File: src/rtl/mem_init_pkg.sv
// Shared types and the data-pattern generator for the memory traffic initiator.
package mem_init_pkg;

  typedef enum logic [1:0] {IDLE, WRITE, READ, DONE} state_e;
  typedef enum logic [1:0] {MODE_WR, MODE_RD, MODE_WR_RD} mode_e;

  localparam int PAT_W = 32;

  // Callers zero-extend the address and seed and truncate the result to the bus width.
  function automatic logic [PAT_W-1:0] pattern(input logic [PAT_W-1:0] addr,
                                               input logic [PAT_W-1:0] seed);
    return seed + addr;
  endfunction

  function automatic mode_e decode_mode(input logic [1:0] m);
    case (m)
      2'b00:   return MODE_WR;
      2'b01:   return MODE_RD;
      default: return MODE_WR_RD;
    endcase
  endfunction

endpackage

File: src/rtl/mem_init_checker.sv
// Read-back checker: compares accepted read data with the expected pattern and keeps a
// saturating mismatch count plus the address of the first mismatch.
module mem_init_checker #(
  parameter int ADDR_WIDTH = 4,
  parameter int DATA_WIDTH = 16
) (
  input  logic                  clk_i,
  input  logic                  rst_i,
  input  logic                  clr_i,
  input  logic                  acc_i,
  input  logic [ADDR_WIDTH-1:0] addr_i,
  input  logic [DATA_WIDTH-1:0] rdata_i,
  input  logic [DATA_WIDTH-1:0] expect_i,
  output logic [ADDR_WIDTH:0]   err_cnt_o,
  output logic [ADDR_WIDTH-1:0] first_err_addr_o,
  output logic                  clean_o
);

  logic [ADDR_WIDTH:0]   err_cnt_q;
  logic [ADDR_WIDTH-1:0] first_err_addr_q;
  logic                  mismatch;

  assign mismatch = acc_i && (rdata_i != expect_i);

  always_ff @(posedge clk_i or negedge rst_i) begin
    if (!rst_i) begin
      err_cnt_q        <= '0;
      first_err_addr_q <= '0;
    end else if (clr_i) begin
      err_cnt_q        <= '0;
      first_err_addr_q <= '0;
    end else if (mismatch) begin
      if (!(&err_cnt_q)) err_cnt_q <= err_cnt_q + 1'b1;
      // The count never returns to zero without a clear, so zero marks the first error.
      if (err_cnt_q == '0) first_err_addr_q <= addr_i;
    end
  end

  // Lets the initiator compute pass in the same edge as the final read's comparison.
  assign clean_o          = (err_cnt_q == '0) && !mismatch;
  assign err_cnt_o        = err_cnt_q;
  assign first_err_addr_o = first_err_addr_q;

endmodule

File: src/rtl/mem_traffic_initiator.sv
// Valid/ready memory initiator: writes seed+addr over a range, reads it back and checks it.
// Define MEM_INIT_TIMEOUT_EN to abort a request after TIMEOUT_CYCLES stalled cycles (timeout_o).
module mem_traffic_initiator
  import mem_init_pkg::*;
#(
  parameter int ADDR_WIDTH = 4,
  parameter int DATA_WIDTH = 16
`ifdef MEM_INIT_TIMEOUT_EN
  , parameter int TIMEOUT_CYCLES = 64
`endif
) (
  input  logic                  clk_i,
  input  logic                  rst_i,
  input  logic                  start_i,
  input  logic [1:0]            mode_i,
  input  logic [ADDR_WIDTH-1:0] base_addr_i,
  input  logic [ADDR_WIDTH:0]   len_i,
  input  logic [DATA_WIDTH-1:0] seed_i,
  output logic [ADDR_WIDTH-1:0] addr_o,
  output logic [DATA_WIDTH-1:0] wdata_o,
  output logic                  wr_rd_o,
  output logic                  valid_o,
  input  logic                  ready_i,
  input  logic [DATA_WIDTH-1:0] rdata_i,
  output logic                  busy_o,
  output logic                  done_o,
  output logic                  pass_o,
  output logic [ADDR_WIDTH:0]   err_cnt_o,
  output logic [ADDR_WIDTH-1:0] first_err_addr_o
`ifdef MEM_INIT_TIMEOUT_EN
  , output logic                timeout_o
`endif
);

  state_e                state_q;
  mode_e                 mode_q;
  logic [ADDR_WIDTH-1:0] base_q, addr_q, addr_nxt;
  logic [ADDR_WIDTH:0]   len_q, cnt_q;
  logic [DATA_WIDTH-1:0] seed_q, wdata_q, expect_d;
  logic                  wr_rd_q, valid_q, busy_q, done_q, pass_q;
  logic                  chk_clr, chk_acc, chk_clean;

  function automatic logic [DATA_WIDTH-1:0] pat(input logic [ADDR_WIDTH-1:0] a,
                                                input logic [DATA_WIDTH-1:0] s);
    return DATA_WIDTH'(pattern(PAT_W'(a), PAT_W'(s)));
  endfunction

`ifdef MEM_INIT_TIMEOUT_EN
  localparam int WAIT_W = $clog2(TIMEOUT_CYCLES + 1);
  logic [WAIT_W-1:0] wait_q;
  logic              timeout_q;
  assign timeout_o = timeout_q;
`endif

  assign addr_nxt = addr_q + 1'b1;
  assign expect_d = pat(addr_q, seed_q);
  assign chk_clr  = (state_q == IDLE) && start_i;
  assign chk_acc  = (state_q == READ) && valid_q && ready_i;

  mem_init_checker #(.ADDR_WIDTH(ADDR_WIDTH), .DATA_WIDTH(DATA_WIDTH)) u_checker (
    .clk_i            (clk_i),
    .rst_i            (rst_i),
    .clr_i            (chk_clr),
    .acc_i            (chk_acc),
    .addr_i           (addr_q),
    .rdata_i          (rdata_i),
    .expect_i         (expect_d),
    .err_cnt_o        (err_cnt_o),
    .first_err_addr_o (first_err_addr_o),
    .clean_o          (chk_clean)
  );

  always_ff @(posedge clk_i or negedge rst_i) begin
    if (!rst_i) begin
      state_q <= IDLE;
      mode_q  <= MODE_WR;
      base_q  <= '0;
      len_q   <= '0;
      seed_q  <= '0;
      cnt_q   <= '0;
      addr_q  <= '0;
      wdata_q <= '0;
      wr_rd_q <= 1'b0;
      valid_q <= 1'b0;
      busy_q  <= 1'b0;
      done_q  <= 1'b0;
      pass_q  <= 1'b0;
`ifdef MEM_INIT_TIMEOUT_EN
      wait_q    <= '0;
      timeout_q <= 1'b0;
`endif
    end else begin
      done_q <= 1'b0;
      case (state_q)
        IDLE: begin
          if (start_i) begin
            mode_q <= decode_mode(mode_i);
            base_q <= base_addr_i;
            len_q  <= len_i;
            seed_q <= seed_i;
            busy_q <= 1'b1;
            pass_q <= 1'b0;
`ifdef MEM_INIT_TIMEOUT_EN
            wait_q    <= '0;
            timeout_q <= 1'b0;
`endif
            if (len_i == '0) begin
              state_q <= DONE;
              done_q  <= 1'b1;
              pass_q  <= 1'b1;
            end else begin
              valid_q <= 1'b1;
              addr_q  <= base_addr_i;
              cnt_q   <= len_i;
              if (decode_mode(mode_i) == MODE_RD) begin
                state_q <= READ;
                wr_rd_q <= 1'b0;
                wdata_q <= '0;
              end else begin
                state_q <= WRITE;
                wr_rd_q <= 1'b1;
                wdata_q <= pat(base_addr_i, seed_i);
              end
            end
          end
        end
        WRITE, READ: begin
          if (valid_q && ready_i) begin
`ifdef MEM_INIT_TIMEOUT_EN
            wait_q <= '0;
`endif
            if (cnt_q == {{ADDR_WIDTH{1'b0}}, 1'b1}) begin
              if (state_q == WRITE && mode_q != MODE_WR) begin
                // Read-back phase restarts at the base with the request already presented.
                state_q <= READ;
                addr_q  <= base_q;
                cnt_q   <= len_q;
                wr_rd_q <= 1'b0;
                wdata_q <= '0;
              end else begin
                state_q <= DONE;
                valid_q <= 1'b0;
                done_q  <= 1'b1;
                pass_q  <= chk_clean;
              end
            end else begin
              addr_q <= addr_nxt;
              cnt_q  <= cnt_q - 1'b1;
              if (state_q == WRITE) wdata_q <= pat(addr_nxt, seed_q);
            end
          end
`ifdef MEM_INIT_TIMEOUT_EN
          else if (wait_q == WAIT_W'(TIMEOUT_CYCLES - 1)) begin
            state_q   <= DONE;
            valid_q   <= 1'b0;
            done_q    <= 1'b1;
            pass_q    <= 1'b0;
            timeout_q <= 1'b1;
          end else begin
            wait_q <= wait_q + 1'b1;
          end
`endif
        end
        DONE: begin
          state_q <= IDLE;
          busy_q  <= 1'b0;
        end
        default: state_q <= IDLE;
      endcase
    end
  end

  assign addr_o  = addr_q;
  assign wdata_o = wdata_q;
  assign wr_rd_o = wr_rd_q;
  assign valid_o = valid_q;
  assign busy_o  = busy_q;
  assign done_o  = done_q;
  assign pass_o  = pass_q;

endmodule

File: config.mk
export PLATFORM = sky130hd
export DESIGN_NAME = mem_traffic_initiator
export DESIGN_NICKNAME = d
export VERILOG_FILES = /design/src/rtl/mem_init_pkg.sv /design/src/rtl/mem_init_checker.sv /design/src/rtl/mem_traffic_initiator.sv
export SDC_FILE = /design/constraint.sdc
export NUM_CORES = 1
export LEC_CHECK = 0
export ABC_AREA = 1
export BUFFER_PORTS_ARGS = -buffer_cell sky130_fd_sc_hd__buf_2
export CAP_MARGIN = 40
export CORE_UTILIZATION = 51
export CTS_CLUSTER_SIZE = 12
export DETAILED_ROUTE_END_ITERATION = 7
export PLACE_DENSITY = 0.73
export SYNTH_ARGS = -nofsm -noshare
export SYNTH_HDL_FRONTEND = slang
export SYNTH_SLANG_ARGS = --single-unit
export TNS_END_PERCENT = 10
File: constraint.sdc
create_clock -name clk_i -period 3.2 [get_ports clk_i]
set_clock_uncertainty 0.1 [all_clocks]
set_input_delay 0.32 -clock clk_i [delete_from_list [all_inputs] [get_ports clk_i]]
set_output_delay 0.32 -clock clk_i [all_outputs]
set_load 0.05 [all_outputs]
==> results of run 1 <==
## metrics by stage
step / std cells / setup WS, ns
floorplan: 703 / 0.493
global route: 917 / 0.203
finish: 917 / 0.476
global placement: 899 / 0.622
CTS: 917 / 0.474
detailed placement: 900 / 0.541
## repair_timing
item	CTS	global route
endpoints found under the setup margin	0	0
hold buffers	1	0
endpoints found under the hold margin	20	0
gates resized for setup	0	0
## path summary, 6_finish.rpt
check | slack (ns) | from | depth (start not counted) | end
worst min register to register | 0.39 | len_q[4] | 2 | len_q[4]
worst max-delay path | 0.48 | addr_o[1] | 15 | wdata_o[15]
max in group asynchronous | 2.09 | rst_i | 4 | seed_q[6]
worst min-delay path | 0.10 | seed_i[0] | 3 | seed_q[0]
min in group asynchronous | 0.37 | rst_i | 3 | cnt_q[0]
worst max register to register | 0.48 | addr_o[1] | 15 | wdata_o[15]
## Yosys cell counts (6+ instances only)
master,number
a21oi_1,23
a31oi_1,16
buf_2,7
clkbuf_1,7
dfrtp_1,68
ha_1,22
inv_1,98
nand2_1,190
nand2_2,9
nand3_1,64
nand4_1,8
nor2_1,57
nor2_2,8
o211ai_1,6
o21ai_0,58
xnor2_1,9
xor2_1,14
## where the power goes
| part | switching [uW] | internal [uW] | leakage (uW) | total (uW) |
|---|---|---|---|---|
| Combinational | 2750 | 1240 | 0.00207 | 3990 |
| Clock | 330 | 460 | 0.000107 | 790 |
| Sequential | 402 | 1270 | 0.000840 | 1670 |
## cell type report
cell class / instances / area, sq um / area share [%]
Tap cell: 129 / 161 / 2.84
Sequential cell: 68 / 1700 / 30.0
Timing Repair Buffer: 89 / 490 / 8.64
Inverter: 104 / 390 / 6.87
Multi-Input combinational cell: 511 / 2720 / 47.9
Clock buffer: 12 / 145 / 2.56
Clock inverter: 4 / 72.6 / 1.28
## registers in the layout, summed over array words and instances, names as in the netlist, 2 cells and up
| signal | flops |
|---|---|
| u_checker.err_cnt_o | 5 |
| seed_q | 16 |
| addr_o | 4 |
| u_checker.first_err_addr_o | 4 |
| mode_q | 2 |
| base_q | 4 |
| wdata_o | 16 |
| state_q | 2 |
| len_q | 5 |
| cnt_q | 5 |
## critical path: cells and delay by family (launching register included)
kind,cells,cell delay [ns]
AO/OA/AOI/OAI,2,0.28
flip-flops,1,0.48
XOR/XNOR,1,0.20
AND/OR/NAND/NOR,9,0.89
adder cells (fa/ha/maj),2,0.59
buffers and inverters,1,0.07
## logic make-up (layout without fill, tap and decap cells)
| family | after synthesis | count (layout) |
|---|---|---|
| and+or+nand+nor | 352 | 352 |
| buffers and inverters | 124 | 209 |
| AOI/OAI and AO/OA | 111 | 111 |
| DFF | 68 | 68 |
| adders and majority gates | 25 | 25 |
| xor gates and xnor gates | 23 | 23 |
## per-layer routing
| layer | track usage (%) | share of wire, % |
|---|---|---|
| met1 | 38.2 | 45 |
| met2 | 45.8 | 47 |
| met3 | 5.08 | 6.9 |
| met4 | 6.91 | 1.1 |
| met5 | 0 | 0 |
==> impl_metrics.json, run 1 <==
{
  "synthDominantAreaCellType": "dfrtp_1",
  "hold_viol": 0,
  "synth.avg_cell_area_sq_um": 6.98,
  "vias_per_cell": 5.30,
  "gp_congestion": 0.972,
  "end_kind": "register",
  "yosysSeqAreaShare_pct": 34.7,
  "n_fill_cell": 907,
  "hold_class": "in -> reg",
  "die_x_um": 100,
  "slowest_delay_ns": 0.48,
  "cp_data_required_time_ns": 3.34,
  "synth.area.mux_share_pct": 0,
  "pin_count": 81,
  "synth.distinct_cells": 38,
  "layout_common_cells": "nand2_1, inv_1, buf_2",
  "synthCells": 703,
  "fin_crit_sh_pct": 85.1,
  "ys_ff_latch": 68,
  "cts_inserted_buffers": 9,
  "startpoint_type": "register",
  "clock_path_buffers": 2,
  "period_minus_slack_ns": 2.72,
  "crit_arrival_ns": 2.86,
  "max_freq_ghz": 0.367,
  "grt_antenna_before_repair": 0,
  "num-nets-final": 855,
  "final_core_util_pct": 61.2,
  "crit_chain": "ha_1 > xnor2_1 > inv_1 > ha_1 > nand3_1 > nand2_1 > nand2_1 > a21oi_1 > nand2_1 > nor2_2 > nand3_1 > nand2_1 > o21ai_1 > nand2_1 > nand2_1",
  "final_area_sq_mm": 0.00568,
  "grt_max_degree": 49,
  "area_delta_synth_final_pct": 15.7,
  "wirelength_mm": 13.1,
  "track_usage_pct": 27.9,
  "yosysWarnings": 0,
  "htreeDepth": 3,
  "drt_pass1_iterations": 5,
  "power.density_mw_per_mm2": 1140,
  "ys_async_sr_fraction_pct": 100,
  "synth_top_cell_area_share_pct": 34.7,
  "grt_pass1_vias": 4463,
  "via_count": 4856,
  "slowest_stage": "dfrtp_1",
  "slew_headroom_pct": 61.6,
  "layout-drive-gt1-share_pct": 17.3,
  "crit_top_cell": "nand2_1",
  "ir_worst_vdd_uv": 683,
  "die_area_sq_mm": 0.0100,
  "n_antenna_cell": 0,
  "path_max_fanout": 8,
  "synth_edf_count": 0,
  "drt-initial-drc-count": 340,
  "coreArea_sq_mm": 0.00928,
  "drc": 0,
  "grt_first_pass_wirelength_mm": 21.7,
  "final-max-slew-violation-count": 0,
  "dpl_cell_area_sq_mm": 0.00545,
  "cts.root.buffer_cell": "clkbuf_8",
  "tritoncts": "built",
  "setup_viol": 0,
  "rsz0062_at_grt": "false",
  "synthTopCellsByArea": "dfrtp_1, nand2_1, inv_1, nand3_1, o21ai_0",
  "initial_utilization_pct": 52.9,
  "clkSinkCount": 68,
  "clkTransAtPathRegs_ns": 0.07,
  "worst_slew_pin_slew_ns": 0.574,
  "grt_remaining_overflow": 0,
  "fin_tns_setup_ns": 0,
  "netlist_area_sq_mm": 0.00491,
  "synth_fp_nets": 775,
  "synthSimpleGateAreaFrac_pct": 31.9,
  "crit_type": "reg -> reg",
  "cts_setup_buffers": 0,
  "avgRoutedWirePerCell_um": 14.3,
  "hold_slack_ns": 0.101,
  "place_hpwl_mm": 9.99,
  "synthAdderAreaFrac_pct": 6.83,
  "outcome": "finished clean",
  "ys.flop_type": "dfrtp_1",
  "drtAntennaViolNets": 0,
  "maxCapViolCount": 0,
  "total_power_uw": 6460,
  "die_y_um": 100,
  "power.leakage_uw": 0.00301,
  "final_common_cell": "nand2_1",
  "synth_xor_area_share_pct": 4.11,
  "row_count": 35,
  "synth_compound_area_share_pct": 12.5,
  "synth_top_family_by_area": "simple AND/OR/NAND/NOR gates",
  "port-buffer-count": 80,
  "insertion_delay_ns": 0.35
}
(Power assumes the default switching activity.)
==> inputs of run 2 (changes only) <==
--- a/config.mk
+++ b/config.mk
@@ -6,7 +6,7 @@
 export NUM_CORES = 1
 export LEC_CHECK = 0
 export ABC_AREA = 1
-export BUFFER_PORTS_ARGS = -buffer_cell sky130_fd_sc_hd__buf_2
+export BUFFER_PORTS_ARGS = -buffer_cell sky130_fd_sc_hd__buf_4
 export CAP_MARGIN = 40
 export CORE_UTILIZATION = 51
 export CTS_CLUSTER_SIZE = 12
==> run 2 against run 1 <==
Register-to-register slack got worse by 0.04 ns. Core utilization rose by 1.7 points. Largest cell class unchanged. Critical endpoint is now wdata_o[11]. Largest power group unchanged. Critical path depth fell by 1. Highest routed layer unchanged.
==> impl_metrics.json, run 2 (synthesis results as in run 1) <==
{
  "outcome": "finished clean",
  "vias_per_cell": 5.33,
  "die_x_um": 100,
  "insertion_delay_ns": 0.35,
  "power.leakage_uw": 0.00306,
  "coreArea_sq_mm": 0.00928,
  "path_max_fanout": 8,
  "grt_first_pass_wirelength_mm": 22.1,
  "die_area_sq_mm": 0.0100,
  "fin_tns_setup_ns": 0,
  "reg2reg_from": "addr_o[1]",
  "avgRoutedWirePerCell_um": 14.5,
  "die_y_um": 100,
  "cp_data_required_time_ns": 3.37,
  "slew_headroom_pct": 64.1,
  "drt_pass1_iterations": 5,
  "cts_setup_buffers": 0,
  "cp_num_buf_inv": 1,
  "min_from": "seed_i[0]",
  "track_usage_pct": 28.3,
  "grt_pass1_vias": 4654,
  "ir_worst_vdd_uv": 639,
  "hold_viol": 0,
  "maxCapViolCount": 0,
  "layout-drive-gt1-share_pct": 16.9,
  "dp.cells": 899,
  "startpoint_type": "register",
  "clock_path_buffers": 2,
  "grt_antenna_before_repair": 0,
  "grt_remaining_overflow": 0,
  "gp_congestion": 0.926,
  "worst_slew_pin_slew_ns": 0.537,
  "final-max-slew-violation-count": 0,
  "initial_utilization_pct": 52.9,
  "place_hpwl_mm": 10.2,
  "area_delta_synth_final_pct": 19.0,
  "htreeDepth": 3,
  "clkSinkCount": 68,
  "n_antenna_cell": 0,
  "slowest_stage": "dfrtp_1",
  "fin_cells": 915,
  "setup_viol": 0,
  "crit_chain": "ha_1 > xnor2_1 > inv_1 > ha_1 > a21oi_1 > nand2_1 > nand2_1 > a21oi_1 > nand2_1 > nor2_2 > nand2_1 > nand2_1 > nand3_1 > a31oi_1",
  "cts.root.buffer_cell": "clkbuf_8",
  "rsz0062_at_grt": "false",
  "tritoncts": "built",
  "fin_crit_sh_pct": 86.4,
  "slowest_delay_ns": 0.47,
  "max_freq_ghz": 0.362,
  "period_minus_slack_ns": 2.77,
  "num-nets-final": 854,
  "port-buffer-count": 80,
  "drtAntennaViolNets": 0,
  "via_count": 4880,
  "layout_common_cells": "nand2_1, inv_1, buf_4",
  "hold_class": "in -> reg",
  "wirelength_mm": 13.2,
  "startpoint": "addr_o[1]",
  "crit_arrival_ns": 2.94,
  "end_kind": "register",
  "crit_type": "reg -> reg",
  "power.density_mw_per_mm2": 1110,
  "clkTransAtPathRegs_ns": 0.07,
  "grt_max_degree": 49,
  "drt-initial-drc-count": 287,
  "drc": 0,
  "cts_inserted_buffers": 9,
  "crit_top_cell": "nand2_1",
  "cp_top_family": "simple AND/OR/NAND/NOR gates",
  "row_count": 35,
  "pin_count": 81,
  "final_common_cell": "nand2_1",
  "final_core_util_pct": 62.9
}
-- run 2: final cells by class --
| type | count | area (sq um) |
|---|---|---|
| multi-input combinational | 511 | 2720 |
| inverter | 104 | 390 |
| timing repair buffer | 88 | 683 |
| clock inverter | 2 | 35.0 |
| sequential | 68 | 1700 |
| tap | 129 | 161 |
| fill | 867 | 3450 |
| clock buffer | 13 | 149 |
-- run 2: worst paths after layout --
| kind | to | slack [ns] | depth (start not counted) |
|---|---|---|---|
| max | wdata_o[11] | 0.43 | 14 |
| min | seed_q[0] | 0.09 | 3 |
| max reg2reg | wdata_o[11] | 0.43 | 14 |
| min reg2reg | mode_q[1] | 0.39 | 2 |
| max in group asynchronous | wdata_o[6] | 2.16 | 3 |
| min in group asynchronous | len_q[0] | 0.30 | 2 |
-- run 2: metal layers --
metal	up-vias	track usage, %	part of all wire [%]
met5	-	0	0
li1	2416	-	-
met2	164	45.7	47
met3	24	4.46	6.1
met4	0	9.92	1.8
met1	2276	38.8	45
-- run 2: where the power goes --
part	total (uW)	switching, uW	internal [uW]	leakage, uW
clock	701	324	377	0.0000935
sequential	1690	413	1270	0.000840
combinational	4110	2750	1360	0.00212
-- run 2: repair_timing --
action,in CTS,in global routing
hold buffers,1,0
resized for setup,0,0
endpoints found under the hold margin,20,0
-- run 2: worst register-to-register path, stage by stage, from the launching register on --
cell	delay [ns]
dfrtp_1	0.47
ha_1	0.23
xnor2_1	0.18
inv_1	0.06
ha_1	0.35
a21oi_1	0.10
nand2_1	0.10
nand2_1	0.06
a21oi_1	0.24
nand2_1	0.11
nor2_2	0.25
nand2_1	0.11
nand2_1	0.08
nand3_1	0.06
a31oi_1	0.17
-- run 2: per-stage QoR --
| step | setup slack [ns] | power (uW) | area (sq um) | hold slack [ns] |
|---|---|---|---|---|
| final | 0.434 | 6500 | 5840 | 0.0870 |
| after global placement | 0.618 | 5650 | 5620 | 0.364 |
| after floorplan | 0.493 | 4620 | 4910 | -0.0756 |
| after global routing | 0.178 | 7080 | 5840 | 0.0859 |
| after detailed placement | 0.510 | 5750 | 5640 | 0.132 |
| after CTS | 0.459 | 6480 | 5840 | 0.0825 |
==> inputs of run 3 (changes only) <==
--- a/config.mk
+++ b/config.mk
@@ -9,6 +9,7 @@
 export BUFFER_PORTS_ARGS = -buffer_cell sky130_fd_sc_hd__buf_4
 export CAP_MARGIN = 40
 export CORE_UTILIZATION = 51
+export CTS_BUF_LIST = sky130_fd_sc_hd__clkbuf_16
 export CTS_CLUSTER_SIZE = 12
 export DETAILED_ROUTE_END_ITERATION = 7
 export PLACE_DENSITY = 0.73
==> run 3 against run 2 <==
Power rose by 3.8%. Global-route usage increased by 0.32 points. Sequential cell count unchanged. Register-to-register slack about the same. Combinational power about the same. Largest power group unchanged. Core utilization increased by 0.98 points. Cell count unchanged. Final area rose by 1.6%. Count of clock-buffer cells in the layout down 4. Critical path depth unchanged. Maximum frequency fell by 0.54%. Clock power is 34% higher.
==> impl_metrics.json, run 3 (synthesis results as in run 1) <==
{
  "post-place-ws_ns": 0.510,
  "end_kind": "register",
  "grt_max_degree": 49,
  "clkSinkCount": 68,
  "row_count": 35,
  "hold_class": "in -> reg",
  "cts_setup_buffers": 0,
  "ir_worst_vdd_uv": 716,
  "reg2reg_to": "wdata_o[11]",
  "fin_crit_sh_pct": 86.9,
  "n_fill_cell": 845,
  "max_freq_ghz": 0.360,
  "startpoint_type": "register",
  "via_count": 4861,
  "fin_tns_setup_ns": 0,
  "crit_end": "wdata_o[11]",
  "rsz0062_at_grt": "false",
  "cts.root.buffer_cell": "clkbuf_16",
  "cts_inserted_buffers": 9,
  "grt_antenna_before_repair": 0,
  "p_int_uw": 3220,
  "htreeDepth": 3,
  "layout_common_cells": "nand2_1, inv_1, buf_4",
  "cp_data_required_time_ns": 3.35,
  "grt_first_pass_wirelength_mm": 22.4,
  "crit_arrival_ns": 2.93,
  "clkTransAtPathRegs_ns": 0.05,
  "worst_slew_pin_slew_ns": 0.540,
  "insertion_delay_ns": 0.33,
  "pwr-share-seq_pct": 25.0,
  "setup_slack_ns": 0.419,
  "drc": 0,
  "rr_worst_depth": 14,
  "layout-drive-gt1-share_pct": 16.8,
  "die_x_um": 100,
  "pin_count": 81,
  "track_usage_pct": 28.6,
  "tritoncts": "built",
  "period_minus_slack_ns": 2.78,
  "avgRoutedWirePerCell_um": 14.5,
  "drt-initial-drc-count": 310,
  "power.density_mw_per_mm2": 1140,
  "swShare_pct": 52.3,
  "netSwitchingPower_uw": 3520,
  "reg2reg_from": "addr_o[1]",
  "grt_pass1_vias": 4713,
  "final_common_cell": "nand2_1",
  "place_hpwl_mm": 10.2,
  "path_max_fanout": 8,
  "multi_input_area_sq_mm": 0.00272,
  "num-nets-final": 854,
  "power.leakage_uw": 0.00311,
  "r2r_slack_ns": 0.42,
  "port-buffer-count": 80,
  "vias_per_cell": 5.31,
  "hold_viol": 0,
  "slew_headroom_pct": 63.9,
  "gp_congestion": 0.926,
  "outcome": "finished clean",
  "n_antenna_cell": 0,
  "grt_remaining_overflow": 0,
  "die_y_um": 100,
  "startpoint": "addr_o[1]",
  "setup_viol": 0,
  "p_comb_share_pct": 61.1,
  "final-max-slew-violation-count": 0,
  "maxCapViolCount": 0,
  "drt_pass1_iterations": 6,
  "clock_power_share_pct": 13.9,
  "wirelength_mm": 13.3,
  "crit_type": "reg -> reg",
  "die_area_sq_mm": 0.0100,
  "coreArea_sq_mm": 0.00928,
  "clock_path_buffers": 2,
  "drtAntennaViolNets": 0,
  "initial_utilization_pct": 52.9,
  "area_delta_synth_final_pct": 20.8,
  "regArea_sq_mm": 0.00170
}
[run 3: layout make-up]
type | instances | area share, %
multi-input combinational | 511 | 45.8
sequential | 68 | 28.7
timing repair buffer | 88 | 11.5
inverter | 104 | 6.58
clock buffer | 9 | 3.80
tap | 129 | 2.72
clock inverter | 6 | 0.844
[run 3: critical path, stage by stage (launching register included)]
cell	delay, ns
dfrtp_1	0.47
ha_1	0.23
xnor2_1	0.19
inv_1	0.07
ha_1	0.35
a21oi_1	0.10
nand2_1	0.11
nand2_1	0.06
a21oi_1	0.23
nand2_1	0.10
nor2_2	0.27
nand2_1	0.11
nand2_1	0.08
nand3_1	0.06
a31oi_1	0.17
[run 3: worst min-delay path by stage]
| stage | cells after the start | end | startpoint | slack, ns |
|---|---|---|---|---|
| CTS | 3 | seed_q[0] | seed_i[0] | 0.11 |
| detailed placement | 1 | len_q[0] | rst_i | 0.13 |
| finish | 3 | seed_q[0] | seed_i[0] | 0.11 |
| global placement | 2 | base_q[2] | base_q[2] | 0.36 |
| global route | 3 | seed_q[3] | seed_i[3] | 0.11 |
| floorplan | 0 | addr_o[0] | rst_i | -0.08 |
[run 3: metal layers]
layer  global-route usage (%)  routed length, um  up-vias
li1                         -                  -     2414
met1                     38.5               5890     2263
met2                     46.8               6290      160
met3                     5.43                881       24
met4                     9.25                210        0
met5                        0                  0        -
[run 3: power groups by stage]
stage	clock, uW	sequential, uW	combinational [uW]
after CTS	948	1680	4110
after floorplan	0	2170	2450
after global routing	986	1740	4610
after global placement	0	1670	3980
after detailed placement	0	1690	4070
final	937	1680	4120
[run 3: repair_timing]
item,in CTS,in global routing
endpoints found under the hold margin,20,0
hold buffers,1,0
resized for setup,0,0
[run 3: per-stage QoR]
step | total power [uW] | utilization, % | hold slack, ns | instances | area, sq um
after floorplan | 4620 | - | -0.0756 | 703 | 4910
after global placement | 5650 | 60.5 | 0.364 | 898 | 5620
after detailed placement | 5750 | 60.8 | 0.132 | 899 | 5640
after CTS | 6730 | 63.9 | 0.108 | 915 | 5930
after global routing | 7340 | 63.9 | 0.106 | 915 | 5930
final | 6740 | 63.9 | 0.109 | 915 | 5930
